### config.mk
export PLATFORM = sky130hd
export DESIGN_NAME = regfile_wb_arbiter
export DESIGN_NICKNAME = d
export VERILOG_FILES = /design/src/rtl/regfile_wb_arbiter.sv
export SDC_FILE = /design/constraint.sdc
export NUM_CORES = 1
export LEC_CHECK = 0
export ABC_AREA = 1
export CORE_ASPECT_RATIO = 1.2
export CORE_MARGIN = 10
export CORE_UTILIZATION = 36
export CTS_BUF_LIST = sky130_fd_sc_hd__clkbuf_4 sky130_fd_sc_hd__clkbuf_8 sky130_fd_sc_hd__clkbuf_16
export CTS_CLUSTER_SIZE = 14
export DETAILED_ROUTE_END_ITERATION = 10
export HOLD_SLACK_MARGIN = 0.05
export PLACE_DENSITY = 0.77
export SLEW_MARGIN = 20
export SYNTH_ARGS = -nofsm -noshare
export SYNTH_HDL_FRONTEND = slang
export SYNTH_SLANG_ARGS = --single-unit
### constraint.sdc
create_clock -name clk -period 0.99 [get_ports clk]
set_clock_uncertainty 0.1 [all_clocks]
set_input_delay 0.1485 -clock clk [delete_from_list [all_inputs] [get_ports clk]]
set_output_delay 0.1485 -clock clk [all_outputs]
set_load 0.01 [all_outputs]
### src/rtl/regfile_wb_arbiter.sv
`default_nettype none
// ============================================================================
// Module   : regfile_wb_arbiter
// Purpose  : Shares the single register-file write port between two writeback
//            requesters (port 0 = ALU, port 1 = load). It also keeps a busy
//            scoreboard of destinations that were reserved at issue.
//
// Ports    : clk, rst (async, active-low)
//            req{0,1}_valid/_rd/_data  writeback requests (held until ready)
//            req{0,1}_ready            grant, combinational from valid
//            issue_valid/issue_rd      reserves a destination register
//            write/writeR/write_data   registered regfile write port
//            busy[NREG]                scoreboard, busy[0] always 0
//            wb_err                    sticky: writeback to an unreserved reg
//
// Config   : WB_RR_EN  defined   -> round-robin tie-break
//                      undefined -> fixed priority, port 0 wins ties
// Revision : 1.0  initial release
// ============================================================================
module regfile_wb_arbiter #(
    parameter int XLEN = 64,
    parameter int NREG = 32
) (
    input  logic            clk,
    input  logic            rst,
    input  logic            req0_valid,
    input  logic [4:0]      req0_rd,
    input  logic [XLEN-1:0] req0_data,
    output logic            req0_ready,
    input  logic            req1_valid,
    input  logic [4:0]      req1_rd,
    input  logic [XLEN-1:0] req1_data,
    output logic            req1_ready,
    input  logic            issue_valid,
    input  logic [4:0]      issue_rd,
    output logic            write,
    output logic [4:0]      writeR,
    output logic [XLEN-1:0] write_data,
    output logic [NREG-1:0] busy,
    output logic            wb_err
);

    logic            grant0;
    logic            grant1;
    logic            xfer;
    logic [4:0]      sel_rd;
    logic [XLEN-1:0] sel_data;
    logic            sel_nz;
    logic            err_hit;
    logic [NREG-1:0] busy_next;

`ifdef WB_RR_EN
    // last = 1 means port 1 was granted most recently, so port 0 wins a tie.
    logic last;

    always_comb begin
        grant0 = 1'b0;
        grant1 = 1'b0;
        // Grants are masked while reset is held so nothing transfers.
        if (rst) begin
            if (req0_valid && req1_valid) begin
                grant0 = last;
                grant1 = ~last;
            end else begin
                grant0 = req0_valid;
                grant1 = req1_valid;
            end
        end
    end

    always_ff @(posedge clk or negedge rst) begin
        if (!rst) begin
            last <= 1'b1;
        end else if (xfer) begin
            last <= grant1;
        end
    end
`else
    always_comb begin
        grant0 = rst & req0_valid;
        grant1 = rst & req1_valid & ~req0_valid;
    end
`endif

    assign req0_ready = grant0;
    assign req1_ready = grant1;
    assign xfer       = grant0 | grant1;

    always_comb begin
        sel_rd   = grant1 ? req1_rd   : req0_rd;
        sel_data = grant1 ? req1_data : req0_data;
        sel_nz   = (sel_rd != 5'd0);
        // Busy is sampled before this edge's clear, so a write to a register
        // that was never reserved is flagged.
        err_hit  = xfer & sel_nz & ~busy[sel_rd];
    end

    // Clear first, then set: a reservation issued on the same edge survives.
    always_comb begin
        busy_next = busy;
        if (xfer && sel_nz) begin
            busy_next[sel_rd] = 1'b0;
        end
        if (issue_valid && (issue_rd != 5'd0)) begin
            busy_next[issue_rd] = 1'b1;
        end
        busy_next[0] = 1'b0;
    end

    always_ff @(posedge clk or negedge rst) begin
        if (!rst) begin
            write      <= 1'b0;
            writeR     <= 5'd0;
            write_data <= '0;
            busy       <= '0;
            wb_err     <= 1'b0;
        end else begin
            // x0 requests are accepted but never reach the regfile.
            write <= xfer & sel_nz;
            if (xfer && sel_nz) begin
                writeR     <= sel_rd;
                write_data <= sel_data;
            end
            busy <= busy_next;
            if (err_hit) begin
                wb_err <= 1'b1;
            end
        end
    end

endmodule
`default_nettype wire

---- Yosys cells after proc, flatten, opt, wreduce, memory -nomap -nowiden ----
Index checks and enable logic that the tools add are counted.
word-level totals
  input port bits ......................... 148
  logic and storage cells ................. 36
  register bits after elaboration ......... 102
  output and inout bits ................... 105
cells by class
  order comparisons ....................... 4
  reduce and logical (&&, ||, !) cells .... 6
  multiplexer cells ....................... 10
  bitwise logic cells ..................... 11
operator list
  kind                                                         count
  two-way mux 32 bit                                           2
  two-way mux 64 bit                                           1
  bitwise AND 32 bit                                           1
  inverter 32 bit                                              1
  bitwise OR 32 bit                                            1
  less-than comparator 5 x 6 -> 1 bit (second input constant)  2
  demux 1 bit (select 5 bit)                                   2
  >= comparator 5 x 1 -> 1 bit (second input constant)         2
  nonzero test 5 bit                                           2
  bitwise AND 1 bit                                            5
  binary-select mux 1 bit (select 5 bit)                       1
  two-way mux 5 bit                                            1
  logical AND 1 bit                                            4
  two-way mux 1 bit                                            3
  inverter 1 bit                                               2
  bitwise OR 1 bit                                             1

---- Longest topological paths before layout ----
Gate-level depths: netlist (run 1).
  depth after elaboration ................. 12
  depth in mapped cells ................... 14
  depth with buffers taken out ............ 13

---- Worst setup path before layout (run 1) ----
No wires, ideal clock.
  path type ............................... input port to flip-flop
  start ................................... in rst
  end ..................................... reg write_data[10]
  data arrival time ....................... 1.335 ns
  stages .................................. 9
  path buffers ............................ 2
  data required time ...................... 0.760 ns
  library setup time ...................... 0.130 ns
  setup slack ............................. -0.575 ns
  cells stage by stage .................... nand2_1 -> nor2_4 -> nand2_1 -> o21ai_0 -> nor2_1 -> a21oi_2 -> buf_2 -> buf_2 -> a31oi_1
on the way
  word-level cells in the longest chain between the ends .. 5
  elaborated cells between the ends (all ways) .. 8
  classes of those cells .................. mux (2); bitwise (4); reduce/logical (2)
ends and longest elaborated chain
  item                            RTL line  source
  start, declared                 25        input logic rst,
  bitwise AND 1 bit (2 in a row)  81        grant1 = rst & req1_valid & ~req0_valid;
  two-way mux 5 bit               90        sel_rd = grant1 ? req1_rd : req0_rd;
  nonzero test 5 bit              92        sel_nz = (sel_rd != 5'd0);
  logical AND 1 bit               120       if (xfer && sel_nz) begin
  end signal, assigned            122       write_data <= sel_data;
  end, declared                   38        output logic [XLEN-1:0] write_data,
Parallel ways exist; a longest one is shown, timed or not.
A chain may end at the register's enable or synchronous reset.

---- Worst setup path in the final report (run 1) ----
  start ................................... in req0_valid
  end ..................................... reg wb_err
on the way
  word-level cells in the longest chain between the ends .. 7
  elaborated cells between the ends (all ways) .. 11
  classes of those cells .................. mux (3); bitwise (7); reduce/logical (1)
ends and longest elaborated chain
  item                                     RTL line  source
  start, declared                          26        input logic req0_valid,
  inverter 1 bit                           81
  bitwise AND 1 bit                        81
  two-way mux 5 bit                        90
  binary-select mux 1 bit (select 5 bit)   95        err_hit = xfer & sel_nz & ~busy[sel_rd];
  two-way mux 1 bit (not written as such)  95
  inverter 1 bit                           95
  bitwise AND 1 bit (*)                    95
  end signal, assigned                     116       wb_err <= 1'b0;
  end signal, assigned                     126       wb_err <= 1'b1;
  end, declared                            40        output logic wb_err
Every way passes the cells marked *; elsewhere a longest branch is shown, timed or not. The select of a mux whose other input is x is not followed.

==> flow_summary.json, run 1 <==
{
  "status": "finished with violations",
  "violations": "negative hold slack, negative setup slack",
  "synthCells": 632,
  "ys_async_sr_fraction_pct": 100,
  "hold_class": "input port to async pin",
  "p_comb_share_pct": 45.6,
  "fmax_mhz": 616,
  "timing.final.crit_share_pct": 164,
  "synth_edf_count": 0,
  "routedWlPerCell_um": 22.0,
  "synth_top_area_share_pct": 52.5,
  "root_buffer": "clkbuf_16",
  "dieArea_mm2": 0.0186,
  "io_pins": 253,
  "leakagePower_nw": 4.77,
  "fin_ws_ns": -0.633,
  "dp_hpwl_um": 15000,
  "clk_latency_ns": 0.35,
  "crit_buf_inv": 6,
  "cp_slowest_cell": "buf_4",
  "drtAntennaViolNets": 0,
  "met3_length_um": 2150,
  "post_synth_fa_ha_maj_area_fraction_pct": 0,
  "gp_congestion": 0.949,
  "worstMarginPinSlew_ns": 0.782,
  "die_y_um": 147,
  "yosysWarnings": 0,
  "period_needed_ns": 1.62,
  "dr_wl_met2_um": 13900,
  "first_iter_violations": 763,
  "core_area_mm2": 0.0132,
  "grt_setup_unrepaired": "true",
  "ff2ff_path_depth": 10,
  "r2r-end": "wb_err",
  "cp_common_cell": "nand2_1",
  "worst_ir_drop_vdd_mv": 1.11,
  "pwr-share-seq_pct": 33.9,
  "drc": 0,
  "numPortBuffers": 251,
  "end_kind": "flip-flop",
  "max-slew-margin-rel_pct": 47.9,
  "num_vias": 6832,
  "cts_tree": "built",
  "ys_seq_area_share_pct": 52.5,
  "gr-total-overflow": 0,
  "drt-total-wl_um": 27100,
  "p_int_w": 0.0110,
  "h-tree-depth": 3,
  "drv_slew": 0,
  "crit_start": "req0_valid",
  "synth_ff_type": "dfrtp_1",
  "top_layer": "met4",
  "synth_xor_area_share_pct": 0,
  "synth_fp_nets": 780,
  "syn_avg_cell_area_um2": 7.70,
  "wl_met1_um": 9260,
  "cp_top_family": "simple AND/OR/NAND/NOR gates",
  "die_width_um": 126,
  "p_sw_share_pct": 33.9,
  "grt_pass1_vias": 6639,
  "initial_core_util_pct": 36.7,
  "p_switching_w": 0.00567,
  "cts_made_buffers": 9,
  "postLayoutCoreUtil_pct": 81.2,
  "reg2reg_slack_ns": -0.45,
  "fin_hold_ws_ns": -0.117,
  "crit_type": "input port to flip-flop",
  "grt_first_pass_wirelength_um": 36300,
  "crit_arrival_ns": 1.82,
  "path_clk_slew_ns": 0.07,
  "grt_max_degree": 59,
  "synthSimpleGateAreaFrac_pct": 27.2,
  "hold_viol_final": 102,
  "rr_startpoint": "busy[25]",
  "numClockSinks": 102,
  "pwr_density_cell_mw_per_mm2": 1560,
  "synth-seq-cells": 102,
  "critPathMaxStageDelay_ns": 0.19,
  "syn2layout_area_growth_pct": 121,
  "yosysMostFrequentCell": "nand2_1",
  "viasPerCell": 5.55,
  "critPathMaxFanout": 3,
  "maxCapViolCount": 0,
  "synth_cell_type_count": 18,
  "clockBufferDepth": 2,
  "rows": 46,
  "clkPwrFrac_pct": 20.4,
  "drive_gt1_share_pct": 44.3,
  "synth_area_leader_cell": "dfrtp_1",
  "crit_chain": "buf_6, inv_4, nand4_1, buf_4, buf_4, buf_4, buf_4, nand3_1, nand2_1, nand2_1, nand2_1, nand2_1, nand3_2, nor2_1, nand2_1, nand2_1",
  "first_pass_iters": 8,
  "setup_violations": 206,
  "synth_compound_area_share_pct": 15.2,
  "antenna_found_initial": 2,
  "synth_top_family_by_area": "simple AND/OR/NAND/NOR gates",
  "final_nets": 1206,
  "worstSetupStartpointType": "input port",
  "synth_common_cells": "230 x nand2_1, 102 x dfrtp_1, 79 x nor2_1, 65 x o21ai_0, 64 x a31oi_1",
  "synth_area_leaders": "dfrtp_1 52%, nand2_1 18%, a31oi_1 8.2%",
  "critical_path_required_ns": 1.18,
  "syn-cell-area_mm2": 0.00486,
  "grt_usage_pct": 24.4,
  "synthMuxAreaShare_pct": 0
}
## cell type report
cell class                      instances  area (um2)
Fill cell                             728        2490
Timing Repair Buffer                  446        4500
Clock buffer                           12         260
Clock inverter                          1        7.51
Multi-Input combinational cell        471        3070
Tap cell                              168         210
Inverter                               27         121
Antenna cell                            2        5.00
Sequential cell                       102        2550
Timing Repair inverter                  1        16.3
## worst max path at each step
| stage | endpoint | slack [ns] | depth (start not counted) |
|---|---|---|---|
| global route | wb_err | -0.74 | 16 |
| floorplan | write_data[11] | -0.41 | 9 |
| global placement | busy[2] | -1.16 | 10 |
| CTS | write_data[17] | -0.60 | 15 |
| detailed placement | busy[10] | -1.20 | 10 |
| finish | wb_err | -0.63 | 16 |
## metrics by stage
| stage | area, um2 | total power (W) | instances | worst slack (ns) | setup TNS [ns] |
|---|---|---|---|---|---|
| after floorplan | 5020 | 0.00729 | 632 | -0.405 | -37.19 |
| after global placement | 8140 | 0.0105 | 1081 | -1.16 | -133.40 |
| after detailed placement | 8140 | 0.0106 | 1081 | -1.20 | -137.63 |
| after CTS | 9940 | 0.0154 | 1193 | -0.604 | -64.89 |
| after global routing | 10700 | 0.0174 | 1230 | -0.743 | -68.65 |
| final | 10700 | 0.0167 | 1230 | -0.633 | -59.52 |
## what timing repair did
item,4_1_cts,5_1_grt
pin swaps,42,31
resized for setup,701,127
endpoints found under the setup margin,206,206
hold endpoints to repair,102,102
setup buffers,85,40
cloned,16,1
## placed cells by master, fill, tap and decap left out, types with 19 or more instances in the layout
cell               n
o21ai_0           21
nand3_1           21
buf_4            144
buf_2             35
inv_1             19
a31oi_1           42
clkdlybuf4s50_1  134
buf_6             83
buf_12            20
dfrtp_1          101
nand2_1          201
o21ai_1           33
nor2_4            58
## power by group through the flow
stage | registers [W] | logic (W) | clock network, W
detailed placement | 0.00562 | 0.00497 | 0
CTS | 0.00558 | 0.00644 | 0.00340
global route | 0.00577 | 0.00804 | 0.00356
finish | 0.00568 | 0.00763 | 0.00342
floorplan | 0.00592 | 0.00137 | 0
global placement | 0.00559 | 0.00490 | 0
## registers in the layout, indices dropped and copies added, names as in the netlist
name and count:
busy 31, write_data 64, write 1, wb_err 1, writeR 5
## cells by family (layout without fill, tap and decap cells)
group                  count (synthesis)  after routing
buffers and inverters                 59            487
other                                  1              3
AND/OR/NAND/NOR                      339            339
flip-flops                           102            102
AO/OA/AOI/OAI                        131            131
## metal layers
| layer | GRT usage (%) | vias up |
|---|---|---|
| met1 | 25.5 | 3242 |
| met5 | 0 | - |
| met4 | 12.1 | 0 |
| li1 | - | 2948 |
| met2 | 43.9 | 483 |
| met3 | 6.41 | 159 |
No activity file was read; power rests on OpenSTA's default activity.
==> run 2: changes to the inputs <==
--- a/config.mk
+++ b/config.mk
@@ -6,6 +6,7 @@
 export NUM_CORES = 1
 export LEC_CHECK = 0
 export ABC_AREA = 1
+export ABC_CLOCK_PERIOD_IN_PS = 990
 export CORE_ASPECT_RATIO = 1.2
 export CORE_MARGIN = 10
 export CORE_UTILIZATION = 36
==> constraint.sdc (replaced) <==
create_clock -name clk -period 0.99 [get_ports clk]
set_clock_uncertainty 0.1 [all_clocks]
set_input_delay 0.1485 -clock clk [delete_from_list [all_inputs] [get_ports clk]]
set_output_delay 0.1485 -clock clk [all_outputs]
set_load 0.1 [all_outputs]
==> flow_summary.json, run 2 (same netlist as run 1, synthesis figures left out) <==
{
  "num_vias": 7055,
  "h-tree-depth": 3,
  "status": "finished with violations",
  "postPlaceCellArea_mm2": 0.00943,
  "viasPerCell": 5.77,
  "hold_viol_final": 0,
  "first_pass_iters": 5,
  "cts_made_buffers": 9,
  "grt_usage_pct": 25.5,
  "maxCapViolCount": 0,
  "final_area_mm2": 0.0117,
  "drtAntennaViolNets": 0,
  "cp_top_family": "simple AND/OR/NAND/NOR gates",
  "routedWlPerCell_um": 24.8,
  "postLayoutCoreUtil_pct": 88.0,
  "gr-total-overflow": 0,
  "crit_type": "input port to flip-flop",
  "hold_class": "input port to async pin",
  "multiInputGateArea_mm2": 0.00278,
  "r2r-end": "wb_err",
  "numPortBuffers": 251,
  "crit_buf_inv": 5,
  "max-slew-margin-rel_pct": 61.8,
  "final-seq-area_mm2": 0.00268,
  "initial_core_util_pct": 36.7,
  "clockBufferDepth": 2,
  "die_y_um": 147,
  "path_clk_slew_ns": 0.08,
  "leakagePower_nw": 5.06,
  "fin_ws_ns": -0.809,
  "pwr_density_cell_mw_per_mm2": 2240,
  "worstSetupStartpointType": "input port",
  "drc": 0,
  "critPathMaxFanout": 4,
  "syn2layout_area_growth_pct": 140,
  "worstMarginPinSlew_ns": 0.572,
  "grt_setup_unrepaired": "true",
  "grt_max_degree": 103,
  "io_pins": 253,
  "dieArea_mm2": 0.0186,
  "end_kind": "flip-flop",
  "timing.final.crit_share_pct": 182,
  "top_register": "write_data",
  "numClockSinks": 102,
  "setup_violations": 206,
  "dp_hpwl_um": 16600,
  "top_regs": "write_data x64, busy x31, writeR x5",
  "cts_tree": "built",
  "drv_slew": 0,
  "grt_first_pass_wirelength_um": 37900,
  "nFillCells": 536,
  "gp_congestion": 0.920,
  "clk_latency_ns": 0.35,
  "crit_arrival_ns": 1.93,
  "first_iter_violations": 687,
  "period_needed_ns": 1.80,
  "fmax_mhz": 556,
  "rows": 46,
  "reg2reg_slack_ns": -0.48,
  "cp_common_cell": "nand2_1",
  "layout_common_cells": "199 x nand2_1, 134 x clkdlybuf4s50_1, 122 x buf_12",
  "root_buffer": "clkbuf_16",
  "cp_slowest_cell": "nor2_4",
  "ff2ff_path_depth": 10,
  "critical_path_required_ns": 1.12,
  "worst_ir_drop_vdd_mv": 2.37,
  "die_width_um": 126,
  "violations": "negative setup slack",
  "antenna_found_initial": 2,
  "grt_pass1_vias": 6625,
  "final_nets": 1196,
  "finalSetupTns_ns": -83.38,
  "core_area_mm2": 0.0132,
  "drt-total-wl_um": 30300,
  "drive_gt1_share_pct": 51.6,
  "final_common_cell": "nand2_1",
  "largest_register_ffs": 64,
  "crit_chain": "buf_6, buf_6, nor2_4, buf_6, buf_6, nand2_4, nand2_4, buf_4, nand2_1, nand2_1, nand2_1, nand2_1, nand2_1, nand2_1, nor2_1, nand2_1, nand2_1",
  "critPathMaxStageDelay_ns": 0.23,
  "rr_startpoint": "busy[28]"
}
run 2: cell count changes in the layout (fill, tap and decap cells not counted), moves of 13 or more:
cell,delta
nor2_4,-31
buf_6,-29
buf_12,+102
o21ai_0,-15
buf_2,-35
nor2_1,+30
dfrtp_1,-100
o21ai_2,+13
dfrtp_2,+100
buf_4,-36
run 2: worst min-delay path: stages:
cell	delay (ns)
buf_12	0.10
buf_8	0.11
buf_4	0.12
buf_12	0.44
run 2: area by class of cell:
type	instances	share of cell area (%)
inverter	27	1.22
timing repair buffer	437	47.2
clock buffer	9	1.93
multi-input combinational	471	23.8
antenna	2	0.0429
clock inverter	7	1.03
tap	168	1.80
sequential	102	23.0
run 2: per-stage QoR:
stage	setup slack, ns	power [W]	hold WS [ns]	std cells
2_1_floorplan	-0.554	0.0131	-0.247	632
3_3_place_gp	-1.20	0.0191	0.371	1105
3_5_place_dp	-1.27	0.0192	0.372	1105
4_1_cts	-0.526	0.0244	0.0101	1166
5_1_grt	-0.886	0.0267	0.0278	1223
6_report	-0.809	0.0261	0.0168	1223
run 2: worst max-delay path by stage:
stage / endpoint / depth (start not counted) / start / slack [ns]
floorplan: write_data[11] / 7 / req0_valid / -0.55
global placement: busy[11] / 9 / req1_valid / -1.20
detailed placement: write_data[47] / 12 / req1_valid / -1.27
CTS: write_data[49] / 13 / req0_valid / -0.53
global route: wb_err / 17 / req0_valid / -0.89
finish: wb_err / 17 / req0_valid / -0.81
run 2: power breakdown:
part	internal, W	switching, W	leakage (nW)
clock network	0.00249	0.00177	0.166
logic	0.00631	0.00950	3.82
registers	0.00514	0.000904	1.07
total	0.0139	0.0122	5.06
run 2: routing by layer:
| layer | up-vias | track usage, % | part of all wire, % |
|---|---|---|---|
| met2 | 580 | 45.7 | 51 |
| met5 | - | 0 | 0 |
| met1 | 3406 | 27.1 | 33 |
| li1 | 2917 | - | - |
| met4 | 0 | 10.5 | 5.9 |
| met3 | 152 | 7.92 | 9.9 |
run 2: repair_timing:
item,in CTS,in global routing
pin swaps,33,26
resized for setup,185,148
gates cloned,3,4
setup buffers,43,55
hold endpoints to repair,102,33
endpoints found under the setup margin,206,206
==> variant 1: new RTL, config.mk and constraints of run 1 <==
`NREG`: 32 -> 16.
--- a/src/rtl/regfile_wb_arbiter.sv
+++ b/src/rtl/regfile_wb_arbiter.sv
@@ -20,5 +20,5 @@
 module regfile_wb_arbiter #(
     parameter int XLEN = 64,
-    parameter int NREG = 32
+    parameter int NREG = 16
 ) (
     input  logic            clk,
Ports: changed (resized busy); port bits go from 253 to 237. The function was not compared with the original's and may differ.
==> variant 1 against run 1 <==
The run still ends with hold timing, setup timing left; cell count decreased by 13%; critical path depth shrank 3; final area is 14% lower; register-to-register slack better by 140 ps; setup slack gained 130 ps; routed wire length decreased by 19%; non-clock buffer count fell by 62; utilization fell by 8.1 points; combinational power fell by 28%; sequential cell count is 16 lower; area after synthesis fell by 4.4%; total power shrank 18%.
==> variant 1: results (changes against run 1) <==
antenna_found_initial: 0  # was 2
reg2reg_depth: 8  # was 10
met3_length_mm: 1.31  # was 2.15 mm
setup_ws_ps: -498  # was -633 ps
slowest_stage: "o21ai_4"  # was buf_4
vias: 5476  # was 6832
clock_power_share_pct: 25.3  # was 20.4%
slowest_delay_ps: 170  # was 190 ps
gp_congestion: 0.927  # was 0.949
wl_met2_mm: 11.7  # was 13.9 mm
leakage_uw: 0.00436  # was 0.00477 uW
syn_inst: 541  # was 632
preCtsSetupSlack_ps: -1310  # was -1200 ps
postCtsSetupBuffers: 52  # was 85
use_met3_pct: 4.95  # was 6.41%
fin_tns_setup_ps: -45450  # was -59520 ps
finalHoldViolations: 86  # was 102
synth_area_leaders: "dfrtp_1 (46%), nand2_1 (17%), o211ai_2 (11%)"  # was dfrtp_1 (52%), nand2_1 (18%), a31oi_1 (8.2%)
drive_gt1_share_pct: 49.5  # was 44.3%
antennaDiodeCount: 0  # was 2
reg_top3: "write_data x64, busy x15, writeR x5"  # was write_data x64, busy x31, writeR x5
drtIter0Drc: 272  # was 763
drt_wl_total_mm: 21.8  # was 27.1 mm
setup_viol: 173  # was 206
m1WireLength_mm: 7.70  # was 9.26 mm
row_count: 45  # was 46
hpwl_mm: 14.3  # was 15.0 mm
dpl_cell_area_um2: 7630  # was 8140 um^2
reg2reg_setup_slack_ps: -310  # was -450 ps
peakVddDrop_mv: 0.957  # was 1.11 mV
power.density_nw_per_um2: 1470  # was 1560 nW/um^2
synth_common_cells: "nand2_1 (205), dfrtp_1 (86), or2_2 (64), o211ai_2 (40), o211ai_1 (24)"  # was nand2_1 (230), dfrtp_1 (102), nor2_1 (79), o21ai_0 (65), a31oi_1 (64)
grt_use_total_pct: 22.5  # was 24.4%
yosys_warnings: 0  # unchanged
crit_arrival_ps: 1610  # was 1820 ps
portBuffers: 235  # was 251
grt_util_met1_pct: 23.9  # was 25.5%
fin_hold_ws_ps: -173  # was -117 ps
dp.cells: 977  # was 1081
failed_checks: "hold timing, setup timing"  # unchanged
grt_pass1_wl_mm: 31.3  # was 36.3 mm
cts_resized: 517  # was 701
rr_startpoint: "busy[10]"  # was busy[25]
ys_types: 27  # was 18
tightest_slew_ps: 572  # was 782 ps
critPathMaxFanout: 7  # was 3
dr.pass1.iters: 5  # was 8
share_seq_of_total_power_pct: 34.2  # was 33.9%
synth_nets: 689  # was 780
nets: 1053  # was 1206
final_cells: 1074  # was 1230
p_int_uw: 9430  # was 11000 uW
use_met2_pct: 40.4  # was 43.9%
synth-seq-area-share_pct: 46.3  # was 52.5%
synth_compound_area_share_pct: 17.9  # was 15.2%
grt_pass1_vias: 5752  # was 6639
status: "finished with violations"  # unchanged
cts-buffers-inserted: 9  # unchanged
variant 1: cell types whose count changed in the layout (fill, tap and decap cells not counted), sizes merged, moves of 16 or more:
cell,change
nor2,-67
a31oi,-64
buf,-64
o211ai,+64
or2,+64
o21ai,-46
nand2,-21
dfrtp,-16
variant 1: worst max path at each step:
stage | startpoint | end | slack, ps | cells past startpoint
3_5_place_dp | req0_valid | write_data[44] | -1310 | 15
2_1_floorplan | req0_valid | write_data[0] | -610 | 13
3_3_place_gp | req0_valid | busy[4] | -1340 | 12
4_1_cts | req0_valid | write_data[29] | -510 | 14
6_report | req0_valid | write_data[35] | -500 | 13
5_1_grt | req0_valid | write_data[35] | -570 | 13
variant 1: final cells by class:
class | instances | area [um^2]
Tap cell | 164 | 205
Sequential cell | 86 | 2150
Multi-Input combinational cell | 401 | 2550
Fill cell | 886 | 3420
Clock buffer | 12 | 260
Timing Repair Buffer | 384 | 3920
Inverter | 23 | 114
Clock inverter | 4 | 45.0
==> variant 2: new RTL, config.mk and constraints of run 1 <==
Without the edit above. Register the output `wb_err` once more; this adds one clock of latency there. The other outputs are not delayed to match.
--- a/src/rtl/regfile_wb_arbiter.sv
+++ b/src/rtl/regfile_wb_arbiter.sv
@@ -40,4 +40,6 @@
     output logic            wb_err
 );
+
+    logic wb_err_s0;
 
     logic            grant0;
@@ -114,5 +116,5 @@
             write_data <= '0;
             busy       <= '0;
-            wb_err     <= 1'b0;
+            wb_err_s0  <= 1'b0;
         end else begin
             // x0 requests are accepted but never reach the regfile.
@@ -124,7 +126,11 @@
             busy <= busy_next;
             if (err_hit) begin
-                wb_err <= 1'b1;
+                wb_err_s0 <= 1'b1;
             end
         end
+    end
+
+    always_ff @(posedge clk) begin
+        wb_err <= wb_err_s0;
     end
 
Formal check against the unedited RTL: not equivalent (a bounded check fails within 4 cycles, from zero or initial values and one cycle with rst low).
==> variant 2 against run 1 <==
The flow still finishes with violations (hold timing, setup timing); routed wire length down 10%; area after synthesis up 0.39%; first-iteration DRC count down 39%; setup slack better by 5.7 ps; highest routed layer is now met5; critical path depth unchanged; total power down 4.9%; count of clock-buffer cells in the layout down 1; critical endpoint is now wb_err_s0; final area down 6.2%; sequential cell count up 1; largest power group unchanged.
==> variant 2: results (changes against run 1) <==
finalHoldViolations: 102  # unchanged
reg2reg_setup_slack_ps: -420  # was -450 ps
drtIter0Drc: 465  # was 763
postCtsSetupBuffers: 77  # was 85
wire_per_inst_um: 20.2  # was 22.0 um
async_flop_share_pct: 99.0  # was 100%
dr.pass1.iters: 5  # was 8
p_int_uw: 10600  # was 11000 uW
ys_types: 19  # was 18
share_seq_of_total_power_pct: 35.5  # was 33.9%
synth_area_leaders: "dfrtp_1 (52%), nand2_1 (18%), a31oi_1 (8.2%)"  # unchanged
drive_gt1_share_pct: 39.5  # was 44.3%
fillers: 862  # was 728
peakVddDrop_mv: 0.937  # was 1.11 mV
cts_resized: 667  # was 701
dpl_cell_area_um2: 8070  # was 8140 um^2
viasPerCell: 5.25  # was 5.55
power.density_nw_per_um2: 1580  # was 1560 nW/um^2
hold_path.class: "input pin to async pin"  # unchanged
synth-seq-area-share_pct: 52.7  # was 52.5%
synth_nets: 781  # was 780
gp_congestion: 0.915  # was 0.949
grt_max_degree: 55  # was 59
leakage_uw: 0.00457  # was 0.00477 uW
fin_tns_setup_ps: -61660  # was -59520 ps
grt_pass1_wl_mm: 34.5  # was 36.3 mm
p_clk_uw: 3530  # was 3420 uW
failed_checks: "hold timing, setup timing"  # unchanged
max_slew_margin_pct: 52.5  # was 47.9%
fin_hold_ws_ps: -149  # was -117 ps
setup_ws_ps: -627  # was -633 ps
grt_pass1_vias: 6393  # was 6639
hpwl_mm: 15.0  # about the same
r2r_end: "wb_err_s0"  # was wb_err
crit_arrival_ps: 1810
setup_viol: 205  # was 206
rr_startpoint: "busy[26]"  # was busy[25]
dp.cells: 1077  # was 1081
nets: 1182  # was 1206
preCtsSetupSlack_ps: -1220  # was -1200 ps
status: "finished with violations"  # unchanged
syn_inst: 633  # was 632
drt_wl_total_mm: 24.4  # was 27.1 mm
variant 2: changes by cell type in the layout (fill, tap and decap cells not counted), moves of 5 or more:
cell / delta
nor2_2: +13
buf_12: -8
nand2_2: -5
nor2_1: +26
o21ai_1: +11
nor2_4: -39
a31oi_1: +5
inv_2: +6
inv_1: -6
buf_2: -5
o21ai_2: -7
buf_4: -10
variant 2: critical path, stage by stage:
cell and delay [ps]:
buf_8 100, buf_4 140, inv_4 50, nand4_1 190, buf_4 200, buf_4 120, buf_4 140, nand3_1 80
nand2_1 80, nand2_1 90, nand2_1 90, nand2_1 110, nand3_1 80, nor2_1 100, nand2_1 60, nand2_1 50
variant 2: routing by layer:
metal / vias up / track usage [%] / routed length (um)
met1: 2975 / 23.5 / 8130
met4: 2 / 10.9 / 1300
met2: 383 / 40.3 / 12500
met5: - / 0 / 14
li1: 2896 / - / -
met3: 97 / 9.37 / 2410
variant 2: cell families (layout without fill, tap and decap cells):
group | Yosys count | in the layout | share of synthesized area, %
other | 1 | 3 | 0.0768
flip-flops | 103 | 103 | 52.7
AO/OA/AOI/OAI | 131 | 131 | 15.1
AND/OR/NAND/NOR | 339 | 339 | 27.1
buffers and inverters | 59 | 465 | 5.00
variant 2: area by class of cell:
class / instances / area [um^2] / share of cell area (%)
clock inverter: 5 / 41.3 / 0.410
tap: 168 / 210 / 2.09
antenna: 2 / 5.00 / 0.0497
multi-input combinational: 471 / 2720 / 27.0
timing repair buffer: 421 / 4150 / 41.2
inverter: 27 / 119 / 1.18
timing repair inverter: 1 / 6.26 / 0.0621
clock buffer: 11 / 246 / 2.45
sequential: 103 / 2570 / 25.5
